<file path="config.mk">
export PLATFORM = sky130hd
export DESIGN_NAME = fifo_rd_drain
export DESIGN_NICKNAME = d
export VERILOG_FILES = /design/src/rtl/fifo_rd_pkg.sv /design/src/rtl/fifo_rd_skid.sv /design/src/rtl/fifo_rd_drain.sv
export SDC_FILE = /design/constraint.sdc
export NUM_CORES = 1
export LEC_CHECK = 0
export ABC_AREA = 1
export ABC_CLOCK_PERIOD_IN_PS = 3400
export CAP_MARGIN = 20
export CORE_MARGIN = 3
export CORE_UTILIZATION = 50
export DETAILED_ROUTE_END_ITERATION = 12
export PLACE_DENSITY = 0.68
export SKIP_CTS_REPAIR_TIMING = 1
export SLEW_MARGIN = 20
export SYNTH_ARGS = -nofsm -noshare
export SYNTH_HDL_FRONTEND = slang
export SYNTH_HIERARCHICAL = 1
export SYNTH_SLANG_ARGS = --single-unit
</file>
<file path="constraint.sdc">
create_clock -name clk -period 3.4 [get_ports clk]
set_input_delay 0.51 -clock clk [delete_from_list [all_inputs] [get_ports clk]]
set_output_delay 0.51 -clock clk [all_outputs]
set_load 0.05 [all_outputs]
</file>
<file path="src/rtl/fifo_rd_pkg.sv">
// ============================================================================
// Module   : fifo_rd_pkg
// Purpose  : Shared constants for the dual-clock byte FIFO read side. The
//            FIFO and its drain both take the read latency from here, so the
//            two cannot disagree.
// Contents : FIFO_RD_LAT   - cycles from accepted pop to read-valid strobe
//            FIFO_RD_WIDTH - default data width
// Revision : 1.0 - initial release
// ============================================================================
`default_nettype none

package fifo_rd_pkg;

  localparam int FIFO_RD_LAT   = 2;
  localparam int FIFO_RD_WIDTH = 8;

endpackage : fifo_rd_pkg

`default_nettype wire

</file>
<file path="src/rtl/fifo_rd_skid.sv">
// ============================================================================
// Module   : fifo_rd_skid
// Purpose  : Circular skid buffer of DEPTH entries. Head entry is presented
//            combinationally; a write while full is accepted only when a read
//            frees the head slot in the same cycle.
// Ports    : clk, rst_n       - clock, asynchronous active-low reset
//            wr_en, wr_data   - write strobe and data
//            rd_en            - pop the head entry (ignored when empty)
//            rd_data          - head entry
//            count            - occupancy, 0..DEPTH
//            full, empty      - occupancy flags
// Revision : 1.0 - initial release
// ============================================================================
`default_nettype none

module fifo_rd_skid
  import fifo_rd_pkg::*;
#(
  parameter int WIDTH = FIFO_RD_WIDTH,
  parameter int DEPTH = 4,
  localparam int CNT_W = $clog2(DEPTH + 1),
  localparam int PTR_W = (DEPTH > 1) ? $clog2(DEPTH) : 1
) (
  input  logic             clk,
  input  logic             rst_n,
  input  logic             wr_en,
  input  logic [WIDTH-1:0] wr_data,
  input  logic             rd_en,
  output logic [WIDTH-1:0] rd_data,
  output logic [CNT_W-1:0] count,
  output logic             full,
  output logic             empty
);

  logic [WIDTH-1:0] mem [DEPTH];
  logic [PTR_W-1:0] wr_ptr;
  logic [PTR_W-1:0] rd_ptr;
  logic             do_wr;
  logic             do_rd;

  assign empty   = (count == '0);
  assign full    = (count == CNT_W'(DEPTH));
  assign rd_data = mem[rd_ptr];

  assign do_rd = rd_en & ~empty;
  // When full, wr_ptr == rd_ptr: the incoming byte overwrites the slot that
  // is being read out this very cycle, so it must only happen alongside a read.
  assign do_wr = wr_en & (~full | do_rd);

  always_ff @(posedge clk or negedge rst_n) begin
    if (!rst_n) begin
      wr_ptr <= '0;
      rd_ptr <= '0;
      count  <= '0;
      // Cleared so that the head data reads as zero out of reset.
      for (int i = 0; i < DEPTH; i++) begin
        mem[i] <= '0;
      end
    end else begin
      if (do_wr) begin
        mem[wr_ptr] <= wr_data;
        wr_ptr      <= (wr_ptr == PTR_W'(DEPTH - 1)) ? '0 : wr_ptr + PTR_W'(1);
      end
      if (do_rd) begin
        rd_ptr <= (rd_ptr == PTR_W'(DEPTH - 1)) ? '0 : rd_ptr + PTR_W'(1);
      end
      case ({do_wr, do_rd})
        2'b10:   count <= count + CNT_W'(1);
        2'b01:   count <= count - CNT_W'(1);
        default: count <= count;
      endcase
    end
  end

endmodule : fifo_rd_skid

`default_nettype wire

</file>
<file path="src/rtl/fifo_rd_drain.sv">
// ============================================================================
// Module   : fifo_rd_drain
// Purpose  : Read-side consumer of the dual-clock byte FIFO. Pops while the
//            FIFO is non-empty and skid credit remains, tracks the fixed read
//            latency, and presents returned bytes on a framed valid/ready
//            stream.
// Ports    : clk, rst_n            - read clock, asynchronous active-low reset
//            en                    - allow new pops
//            rempty                - FIFO empty flag
//            rinc                  - pop request to FIFO
//            rdata, rvalid         - FIFO read data and read-valid strobe
//            out_valid, out_ready  - output stream handshake
//            out_data, out_last    - output byte and end-of-frame marker
//            err                   - sticky protocol error
// Revision : 1.0 - initial release
// ============================================================================
`default_nettype none

module fifo_rd_drain
  import fifo_rd_pkg::*;
#(
  parameter int WIDTH = FIFO_RD_WIDTH,
  parameter int LAT   = FIFO_RD_LAT,
  parameter int SKID  = 4,
  parameter int FRAME = 256
) (
  input  logic             clk,
  input  logic             rst_n,
  input  logic             en,
  input  logic             rempty,
  output logic             rinc,
  input  logic [WIDTH-1:0] rdata,
  input  logic             rvalid,
  output logic             out_valid,
  input  logic             out_ready,
  output logic [WIDTH-1:0] out_data,
  output logic             out_last,
  output logic             err
);

  localparam int INF_W = $clog2(LAT + 1) + 1;
  localparam int CNT_W = $clog2(SKID + 1);
  localparam int SUM_W = ((INF_W > CNT_W) ? INF_W : CNT_W) + 1;
  localparam int FRM_W = $clog2(FRAME);

  if (SKID < LAT + 1) begin : g_skid_depth_check
    $error("fifo_rd_drain: SKID must be at least LAT+1");
  end
  if (FRAME < 2) begin : g_frame_check
    $error("fifo_rd_drain: FRAME must be at least 2");
  end

  logic [INF_W-1:0] inflight;
  logic [FRM_W-1:0] frame_cnt;
  logic [CNT_W-1:0] count;
  logic [SUM_W-1:0] occupancy;
  logic             skid_full;
  logic             skid_empty;
  logic             credit;
  logic             pop;
  logic             handshake;
  logic             ret;
  logic             land;
  logic             drop;

  // Credit counts bytes already owed to us as well as bytes held, so every
  // byte that returns is guaranteed a slot. Only registered state feeds it;
  // out_ready does not reach rinc.
  assign occupancy = SUM_W'(inflight) + SUM_W'(count);
  assign credit    = (occupancy < SUM_W'(SKID));
  // rst_n gates the pop so the FIFO sees no request while reset is held.
  assign pop       = rst_n & en & ~rempty & credit;
  assign rinc      = pop;

  assign out_valid = ~skid_empty;
  assign handshake = out_valid & out_ready;
  assign out_last  = out_valid & (frame_cnt == FRM_W'(FRAME - 1));

  // A returning byte is legal only if a pop is outstanding and there is room
  // (a full buffer frees a slot when the head leaves this cycle).
  assign ret  = rvalid & (inflight != '0);
  assign land = ret & (~skid_full | handshake);
  assign drop = rvalid & ~land;

  fifo_rd_skid #(
    .WIDTH (WIDTH),
    .DEPTH (SKID)
  ) u_skid (
    .clk     (clk),
    .rst_n   (rst_n),
    .wr_en   (land),
    .wr_data (rdata),
    .rd_en   (handshake),
    .rd_data (out_data),
    .count   (count),
    .full    (skid_full),
    .empty   (skid_empty)
  );

  always_ff @(posedge clk or negedge rst_n) begin
    if (!rst_n) begin
      inflight  <= '0;
      frame_cnt <= '0;
      err       <= 1'b0;
    end else begin
      case ({pop, ret})
        2'b10:   inflight <= inflight + INF_W'(1);
        2'b01:   inflight <= inflight - INF_W'(1);
        default: inflight <= inflight;
      endcase
      if (handshake) begin
        frame_cnt <= (frame_cnt == FRM_W'(FRAME - 1)) ? '0 : frame_cnt + FRM_W'(1);
      end
      if (drop) begin
        err <= 1'b1;
      end
    end
  end

endmodule : fifo_rd_drain

`default_nettype wire

</file>
==> metrics.md, run 1 <==
| Metric | Value |
|---|---|
| Maximum resistive drop on vdd | `439 uV` |
| Cell type group with the largest total delay on the critical path | `buffers and inverters` |
| Post-placement cell area | `3040 um2` |
| Unrepaired setup endpoints after global routing | `false` |
| Most numerous cell types in the synthesized netlist | `nand2_1, dfrtp_1, nand4_1, nor2_1, inv_1` |
| Stages on worst setup path | `4` |
| Total power after layout | `3230 uW` |
| Max Fanout on Critical Path | `20` |
| Total negative setup slack | `0 ns` |
| Maximum Capacitance Violations | `0` |
| Clock transition at the registers of the reported paths | `0.09 ns` |
| Class of the worst hold path | `in -> async` |
| Crit path buf inv count | `2` |
| Share of the yosys chip area belonging to registers | `45.6%` |
| Final hold violations | `0` |
| Number of search-and-repair iterations in the first detailed-routing pass | `4` |
| Vias in the first global route | `2139` |
| Root buf cell | `clkbuf_8` |
| Category of the most critical setup path | `reg -> out` |
| Final Wtd Congestion | `0.763` |
| Max clock buf depth | `2` |
| # IOs | `26` |
| Number of vias in the routed layout | `2260` |
| Count of antenna diodes in the layout | `0` |
| Clock period minus worst slack | `2.97 ns` |
| Number of register bits inferred by synthesis | `51` |
| R2R Setup Slk | `0.67 ns` |
| Syn. warnings | `6` |
| Port Buffers | `25` |
| Pin count of the biggest net entering global routing | `52` |
| Category of the worst setup path capture point | `output pin` |
| Total nets after synthesis | `352` |
| Wire length of the first global-routing pass | `10.0 mm` |
| Total standard cell area after synthesis | `2800 um2` |
| Num CTS Buffers | `5` |
| Worst skew pair latency | `0.30 ns` |
| Number of pins exceeding their max-slew limit in the final report | `0` |
| Most area-hungry cell type in the Yosys netlist | `dfrtp_1` |
| Ys flop type | `dfrtp_1` |
| Layout cells sized above 1 | `11.0%` |
| Die boundary height | `80.8 um` |
| Iter 0 DRT Violations | `207` |
| Sort of element at the start of the critical path | `flop` |
| Post-detailed-route wirelength per cell | `14.3 um` |
| Die area | `6530 um2` |
| Cells after Synth | `326` |
| Std-Cell Rows | `26` |
| Static power due to leakage | `0.00152 uW` |
| Crit Reg-Reg Startpoint | `u_skid/count[0]` |
| Width of the die | `80.8 um` |
| Count of different cell masters after synthesis | `33` |
| Number of routed nets with antenna violations | `0` |
| Endpoints failing setup | `0` |
| Total routed wirelength | `5.94 mm` |
| Share of Yosys cell area claimed by the top area cell type | `45.6%` |
| GR Overflow Total | `0` |
| Placed wire-length estimate | `3.91 mm` |
| Placeable core region | `5270 um2` |
| # fillers | `512` |
| Cell with the largest stage delay on the worst path | `clkdlybuf4s50_1` |
| Routed vias/inst | `5.43` |
| Power density relative to cell area | `1030 nW/um2` |
| Maximum clock rate | `336 MHz` |
| Synthesis-to-finish area growth | `12.2%` |
| Number of synthesized flops with an enable pin | `0` |
| Initial cell density of the core | `53.1%` |
| Data arrival time at the worst-slack endpoint | `2.46 ns` |
| Worst Tran Pin Value | `0.667 ns` |
| Number of nets in the layout | `371` |
| Critical Path Max Stage Delay | `0.84 ns` |
| Ratio of final minimum period to clock period | `87.4%` |
| Avg Inst Size Synth | `8.59 um2` |
| R2R Path End | `u_skid/count[2]` |
| Dominant cell by count in the synthesized netlist | `nand2_1` |
| Overall fraction of global-route tracks in use | `19.8%` |
| Worst max-slew margin expressed relative to the limit | `55.5%` |
| Antenna violations before repair | `0` |
| Top area cells in the synthesized netlist | `dfrtp_1, nand2_1, nand4_1` |
| Crit path cell chain | `inv_2, o21ai_0, o22ai_1, clkdlybuf4s50_1` |
| Run status | `finished clean` |
| Worst Reg2Reg Path Length in Cells | `14` |
| Post-synthesis async set-or-reset flop share | `100%` |
| Num Clock Sinks | `51` |
| Clock tree from TritonCTS | `yes` |
| Depth of the CTS H-tree | `2` |
| Area of all placed cells without fillers | `3140 um2` |
| Fin Clk Skew | `0.00504 ns` |
| Data required time of the critical path | `2.89 ns` |
| Remaining design rule violation count | `0` |
cell usage in the layout, fill, tap and decap left out, drive strengths merged:
master,synthesis,final
a21oi,3,3
buf,15,4
clkbuf,1,7
clkdlybuf4s50,0,24
clkinvlp,0,1
dfrtp,51,51
fa,2,2
ha,10,10
inv,27,27
mux2,1,1
nand2,92,92
nand3,14,14
nand3b,1,1
nand4,33,33
nor2,31,31
nor3,3,3
o21ai,24,24
o21bai,1,1
o22ai,8,8
or2,3,3
xnor2,4,4
xor2,2,2
logic make-up (layout without fill, tap and decap cells):
logic type | count (synthesis) | in the layout | share of synthesized area [%]
flip-flops | 51 | 51 | 45.6
adder cells (fa/ha/maj) | 12 | 12 | 5.90
multiplexers | 1 | 1 | 0.402
buffers and inverters | 43 | 63 | 8.00
XOR/XNOR | 6 | 6 | 1.88
AO/OA/AOI/OAI | 36 | 36 | 7.15
AND/OR/NAND/NOR | 177 | 177 | 31.1
routing by layer:
| layer | wire, um | up-vias | track usage, % |
|---|---|---|---|
| met5 | 0 | - | 0 |
| met4 | 46 | 0 | 4.73 |
| met3 | 279 | 4 | 3.99 |
| met2 | 2670 | 48 | 30.8 |
| met1 | 2950 | 1084 | 28.6 |
| li1 | - | 1124 | - |
state kept, by name, summed over array words and instances (netlist names):
signal and cells:
u_skid/mem 32, frame_cnt 8, inflight 3, u_skid/count 3
u_skid/rd_ptr 2, u_skid/wr_ptr 2, err 1
layout make-up:
type / count / area (um2) / area share [%]
clock inverters: 1 / 7.51 / 0.239
inverters: 27 / 101 / 3.23
well taps: 70 / 87.6 / 2.79
clock buffers: 7 / 96.3 / 3.07
multi-input cells: 232 / 1300 / 41.5
repair buffers: 28 / 268 / 8.53
flip-flops and latches: 51 / 1280 / 40.6
worst max-delay path by stage:
stage	from	to	slack (ns)
after CTS	u_skid/rd_ptr[0]	out_data[6]	0.44
after global routing	u_skid/rd_ptr[0]	out_data[0]	0.27
after detailed placement	out_ready	u_skid/count[2]	0.61
after floorplan	u_skid/count[0]	u_skid/count[2]	1.02
final	u_skid/rd_ptr[0]	out_data[6]	0.43
after global placement	out_ready	u_skid/count[2]	0.66
power breakdown:
part / internal (uW) / leakage, uW / switching, uW
logic: 597 / 0.000839 / 1110
clock network: 185 / 0.0000505 / 197
registers: 886 / 0.000627 / 250
per-stage QoR:
| stage | utilization (%) | hold WS (ns) | setup slack [ns] | std cells |
|---|---|---|---|---|
| 5_1_grt | 59.6 | 0.423 | 0.274 | 416 |
| 3_5_place_dp | 57.6 | 0.453 | 0.606 | 408 |
| 2_1_floorplan | - | 0.214 | 1.02 | 326 |
| 6_report | 59.6 | 0.366 | 0.427 | 416 |
| 3_3_place_gp | 57.6 | 0.449 | 0.660 | 408 |
| 4_1_cts | 59.6 | 0.393 | 0.444 | 416 |
No activity file was read; power rests on OpenSTA's default activity.
==> run 2, diff against run 1 <==
--- a/config.mk
+++ b/config.mk
@@ -7,7 +7,7 @@
 export LEC_CHECK = 0
 export ABC_AREA = 1
 export ABC_CLOCK_PERIOD_IN_PS = 3400
-export CAP_MARGIN = 20
+export CAP_MARGIN = 40
 export CORE_MARGIN = 3
 export CORE_UTILIZATION = 50
 export DETAILED_ROUTE_END_ITERATION = 12
==> results of run 2 <==
No change in the layout: final DEF, timing and power equal those of run 1.
